<file path="src/rtl/mips_run_monitor.sv">
// rtl/mips_run_monitor.sv - run controller and trace monitor for the single-cycle MIPS core
// Sequences core reset, counts RUN cycles, detects PC self-loop halt or timeout, signs writebacks, buffers a trace.
module mips_run_monitor #(
  parameter int TRACE_DEPTH = 16,
  parameter int RST_CYCLES  = 2,
  parameter int TIMEOUT     = 40,
  parameter int HALT_REPEAT = 3
) (
  input  logic                         clk,
  input  logic                         reset,
  input  logic                         start,
  input  logic [31:0]                  pc_in,
  input  logic [31:0]                  ins_in,
  input  logic [31:0]                  alu_in,
  input  logic [4:0]                   wreg_in,
  input  logic                         wr_en,
  output logic                         cpu_reset,
  output logic                         busy,
  output logic                         done,
  output logic                         timeout,
  output logic [15:0]                  cycles,
  output logic [31:0]                  sig,
  input  logic                         trace_rd_en,
  output logic [63:0]                  trace_rd_data,
  output logic                         trace_rd_valid,
  output logic [$clog2(TRACE_DEPTH):0] trace_count,
  output logic                         trace_empty,
  output logic                         trace_overflow
);

  localparam int AW = $clog2(TRACE_DEPTH);
  localparam int RW = $clog2(RST_CYCLES + 1);
  localparam int HW = $clog2(HALT_REPEAT + 1);

  localparam logic [2:0] S_IDLE = 3'd0;
  localparam logic [2:0] S_RST  = 3'd1;
  localparam logic [2:0] S_RUN  = 3'd2;
  localparam logic [2:0] S_DONE = 3'd3;
  localparam logic [2:0] S_TMO  = 3'd4;

  logic [2:0]    r_state;
  logic [RW-1:0] r_rst_cnt;
  logic [15:0]   r_cycles;
  logic [31:0]   r_sig;
  logic [31:0]   r_prev_pc;
  logic [HW-1:0] r_halt_cnt;
  logic          r_first;
  logic [63:0]   r_mem [TRACE_DEPTH];
  logic [AW-1:0] r_wr_ptr;
  logic [AW-1:0] r_rd_ptr;
  logic [AW:0]   r_count;
  logic          r_overflow;
  logic [63:0]   r_rd_data;
  logic          r_rd_valid;

  logic          w_run;
  logic          w_launch;
  logic          w_same_pc;
  logic [HW-1:0] w_halt_next;
  logic          w_halt;
  logic [15:0]   w_cycles_next;
  logic          w_tmo;
  logic          w_full;
  logic          w_pop;
  logic          w_push;

  assign w_run         = (r_state == S_RUN);
  assign w_launch      = start && ((r_state == S_IDLE) || (r_state == S_DONE) || (r_state == S_TMO));
  // The first RUN cycle has no previous PC to compare against.
  assign w_same_pc     = !r_first && (pc_in == r_prev_pc);
  assign w_halt_next   = w_same_pc ? r_halt_cnt + 1'b1 : '0;
  assign w_halt        = w_run && (w_halt_next == HW'(HALT_REPEAT));
  assign w_cycles_next = r_cycles + 16'd1;
  assign w_tmo         = w_run && (w_cycles_next == 16'(TIMEOUT));
  assign w_full        = (r_count == (AW+1)'(TRACE_DEPTH));
  assign w_pop         = trace_rd_en && (r_count != '0) && !w_launch;
  assign w_push        = w_run && (!w_full || w_pop);

  always_ff @(posedge clk) begin
    if (!reset) begin
      r_state   <= S_IDLE;
      r_rst_cnt <= '0;
    end else begin
      case (r_state)
        S_IDLE, S_DONE, S_TMO: begin
          if (start) begin
            r_state   <= S_RST;
            r_rst_cnt <= '0;
          end
        end
        S_RST: begin
          if (r_rst_cnt == RW'(RST_CYCLES - 1)) r_state <= S_RUN;
          else r_rst_cnt <= r_rst_cnt + 1'b1;
        end
        S_RUN: begin
          // Halt takes priority when it lands on the final allowed cycle.
          if (w_halt) r_state <= S_DONE;
          else if (w_tmo) r_state <= S_TMO;
        end
        default: r_state <= S_IDLE;
      endcase
    end
  end

  always_ff @(posedge clk) begin
    if (!reset) begin
      r_cycles   <= '0;
      r_sig      <= '0;
      r_prev_pc  <= '0;
      r_halt_cnt <= '0;
      r_first    <= 1'b1;
    end else if (w_launch) begin
      r_cycles   <= '0;
      r_sig      <= '0;
      r_halt_cnt <= '0;
      r_first    <= 1'b1;
    end else if (w_run) begin
      r_cycles <= w_cycles_next;
      if (wr_en && (wreg_in != 5'd0)) r_sig <= {r_sig[30:0], r_sig[31]} ^ alu_in;
      r_halt_cnt <= w_halt_next;
      r_prev_pc  <= pc_in;
      r_first    <= 1'b0;
    end
  end

  always_ff @(posedge clk) begin
    if (!reset) begin
      r_wr_ptr   <= '0;
      r_rd_ptr   <= '0;
      r_count    <= '0;
      r_overflow <= 1'b0;
      r_rd_data  <= '0;
      r_rd_valid <= 1'b0;
    end else if (w_launch) begin
      r_wr_ptr   <= '0;
      r_rd_ptr   <= '0;
      r_count    <= '0;
      r_overflow <= 1'b0;
      r_rd_valid <= 1'b0;
    end else begin
      r_rd_valid <= w_pop;
      if (w_pop) begin
        r_rd_data <= r_mem[r_rd_ptr];
        r_rd_ptr  <= r_rd_ptr + 1'b1;
      end
      if (w_push) r_wr_ptr <= r_wr_ptr + 1'b1;
      if (w_run && w_full && !w_pop) r_overflow <= 1'b1;
      if (w_push && !w_pop) r_count <= r_count + 1'b1;
      else if (!w_push && w_pop) r_count <= r_count - 1'b1;
    end
  end

  always_ff @(posedge clk) begin
    if (w_push) r_mem[r_wr_ptr] <= {pc_in, ins_in};
  end

  assign cpu_reset      = !w_run;
  assign busy           = (r_state == S_RST) || w_run;
  assign done           = (r_state == S_DONE);
  assign timeout        = (r_state == S_TMO);
  assign cycles         = r_cycles;
  assign sig            = r_sig;
  assign trace_rd_data  = r_rd_data;
  assign trace_rd_valid = r_rd_valid;
  assign trace_count    = r_count;
  assign trace_empty    = (r_count == '0);
  assign trace_overflow = r_overflow;

endmodule

</file>
<file path="config.mk">
export PLATFORM = sky130hd
export DESIGN_NAME = mips_run_monitor
export DESIGN_NICKNAME = d
export VERILOG_FILES = /design/src/rtl/mips_run_monitor.sv
export SDC_FILE = /design/constraint.sdc
export NUM_CORES = 1
export LEC_CHECK = 0
export CORE_MARGIN = 4
export CORE_UTILIZATION = 54
export CTS_BUF_LIST = sky130_fd_sc_hd__clkbuf_4 sky130_fd_sc_hd__clkbuf_8 sky130_fd_sc_hd__clkbuf_16
export DETAILED_ROUTE_END_ITERATION = 10
export PLACE_DENSITY = 0.76
export SYNTH_ARGS = -nofsm -noshare
export SYNTH_HDL_FRONTEND = slang
export SYNTH_SLANG_ARGS = --single-unit
</file>
<file path="constraint.sdc">
create_clock -name clk -period 7.4 [get_ports clk]
set_clock_uncertainty 0.2 [all_clocks]
set_input_delay 2.22 -clock clk [delete_from_list [all_inputs] [get_ports clk]]
set_output_delay 2.22 -clock clk [all_outputs]
set_load 0.05 [all_outputs]
</file>
==> reports/metrics.yaml <==
placed_design:
  port_buffers: 229
  dpl_worst_slack_ns: 1.784
  dpl.hpwl_mm: 55.76
  dp.cells: 3586
  gp_congestion: 0.8120
sta:
  finalSetupViolCount: 0
  worst_slew_pin_slew_ns: 1.202
  slew_headroom: 0.1990
  finalSetupTns_ns: 0
  rsz0062_at_grt: "no"
  drv_slew: 0
  fmax_ghz: 0.1943
  period_needed_ns: 5.147
  layout_setup_ws_ns: 2.253
  hold_violations: 0
  finalCritPeriodShare: 0.6955
worst_hold_path:
  hold_path.class: "flop to flop"
global_route:
  grt_max_degree: 108
  antenna_found_initial: 6
  gr-usage-all-layers: 0.2303
  gr-total-overflow: 0
  grt_pass1_wl_mm: 155.0
  first_global_vias: 24330
yosys:
  synthFlopType: "edfxtp_1"
  synthTopCellsByArea: "edfxtp_1 (67%), mux4_2 (16%), dfxtp_1 (7.3%)"
  synth_fp_nets: 2424
  synthArstFlopShare: 0
  yosysSeqAreaShare: 0.7439
  synth_edf_count: 1024
  synth_cells: 2306
  netlist_area_um2: 45830
  ys_ff_latch: 1191
  ys_types: 54
  yosysWarnings: 0
  synth_top_area_frac: 0.6709
  avgSynthCellArea_um2: 19.87
  synth_area_leader_cell: "edfxtp_1"
pwr:
  seqPwrFrac: 0.474
  internal-power_w: 0.01205
  vdd_drop_max_v: 0.0002093
  switching_share: 0.2526
  switchingPower_w: 0.004071
  powerDensity_nw_per_um2: 302.3
  clkPwrFrac: 0.368
  power_leakage_nw: 16.20
  p_comb_frac: 0.158
floorplan:
  die_area_um2: 89600
  rows: 106
  die_y_um: 299.3
  io-pin-count: 230
  start_util: 0.5459
  die_w_um: 299.3
  core_area_um2: 83950
route:
  drc: 0
  vias: 23170
  drt_iter0_drc: 2755
  antenna_left: 0
  routed_wl_mm: 102.4
  avgViaCountPerCell: 6.095
  avgRoutedWirePerCell_um: 26.94
  dr.pass1.iters: 5
clock_network:
  cts_buffer_depth: 3
  post_cts_resized: 0
  root_buffer: "clkbuf_16"
  post_cts.repair.setup_buffers: 0
  clock-sinks: 1191
  cts_tree: "built"
  cts_made_buffers: 112
  postCtsHoldBufs: 0
  clk_pin_slew_worst_paths_ns: 0.06
  clk_latency_ns: 0.67
  htreeDepth: 3
cells_and_area:
  fillers: 5477
  stdcell_count: 3802
  final_nets: 2684
  final_common_cell: "edfxtp_1"
  layout_common_cells: "edfxtp_1 (1024), mux4_2 (316), clkdlybuf4s50_1 (228), nand2_1 (219), dfxtp_1 (163)"
  drive_gt1_frac: 0.2192
  area_growth_pct: 16.32
status:
  status: "completed"
worst_setup_path:
  cp-start-kind: "flop"
  crit_arrival_ns: 2.73
  r2r_setup_slack_ns: 3.52
  crit_fanout: 5
  cp.required_ns: 4.98
  path_class: "flop to primary output"
  cp-end-kind: "primary output"
run:
  max_cap_viol_count: 0
[Yosys cell counts, types with 14 or more instances]
library cell  instances
a21oi_1              16
a21boi_1             64
buf_4                21
nor2_1               83
clkbuf_1             46
a211oi_1             33
xnor2_1              50
nand2_1             220
buf_1                29
nor4_1               14
xor2_1               41
dfxtp_1             167
mux4_2              316
buf_2                26
edfxtp_1           1024
a21boi_0             32
[cell type report]
cell class                 instances  area, um2  area share
sequential                      1191      34110      0.6398
multi-input combinational        978      11210      0.2103
clock buffer                     142       3095     0.05807
timing repair buffer             274       2665     0.04999
tap                             1134       1419     0.02662
clock inverter                    70      768.2     0.01441
inverter                           9      35.03   0.0006572
antenna                            4      10.01   0.0001878
[kinds of logic (layout without fill, tap and decap cells)]
logic type | Yosys count | after routing | synth area share
DFF | 1191 | 1191 | 0.7439
buffers and inverters | 137 | 495 | 0.01471
xor gates and xnor gates | 91 | 91 | 0.01739
and+or+nand+nor | 379 | 379 | 0.03527
adders and majority gates | 12 | 12 | 0.003440
other | 0 | 4 | 0
AOI/OAI and AO/OA | 174 | 174 | 0.02727
muxes | 322 | 322 | 0.1580
[metal layers]
| layer | vias to the layer above | global-route usage | share of wire |
|---|---|---|---|
| li1 | 9800 | - | - |
| met1 | 12150 | 0.3190 | 0.40 |
| met2 | 1075 | 0.3824 | 0.51 |
| met3 | 142 | 0.04288 | 0.077 |
| met4 | 4 | 0.06286 | 0.022 |
| met5 | - | 0 | 0.00033 |
[critical path: stages (launching register included)]
cell             delay, ns
dfxtp_1               0.38
nor4_1                0.53
and2b_1               0.27
clkdlybuf4s50_1       0.88
[path summary, 6_finish.rpt]
kind / startpoint / endpoint / cells after the start
hold / removal: trace_rd_data[21]$_SDFFE_PN0P_ / trace_rd_data[21]$_SDFFE_PN0P_ / 2
hold reg to reg: trace_rd_data[21]$_SDFFE_PN0P_ / trace_rd_data[21]$_SDFFE_PN0P_ / 2
setup reg to reg: r_state[1]$_SDFFE_PN0P_ / r_mem[13][7]$_DFFE_PP_ / 7
setup / recovery: trace_count[0]$_SDFFE_PP0P_ / trace_empty / 3
[through the flow]
step | power [W] | instance area, um2 | utilization | hold slack (ns)
3_5_place_dp | 0.01035 | 49440 | 0.5889 | 0.2462
3_3_place_gp | 0.01029 | 49440 | 0.5889 | 0.2410
4_1_cts | 0.01625 | 53300 | 0.6349 | 0.2539
6_report | 0.01612 | 53310 | 0.6350 | 0.2520
2_1_floorplan | 0.009569 | 45850 | - | 0.2273
5_1_grt | 0.01671 | 53310 | 0.6350 | 0.2683
[state kept, by name (all words and copies together) (netlist names)]
register and count:
r_prev_pc 32, r_halt_cnt 2, r_wr_ptr 4, r_rd_ptr 4, r_rst_cnt 2, sig 32
r_first 1, cycles 16, trace_rd_valid 1, trace_count 5, trace_overflow 1, trace_rd_data 64
r_mem 1024, r_state 3
[power groups by stage]
stage	combinational [W]	clock (W)	sequential [W]
final	0.00254	0.00593	0.00764
after global routing	0.00272	0.00633	0.00767
after CTS	0.00258	0.00602	0.00765
after detailed placement	0.00256	0	0.00779
after global placement	0.00252	0	0.00777
after floorplan	0.00144	0	0.00813
Note: power is estimated with default switching activity, not from simulation.
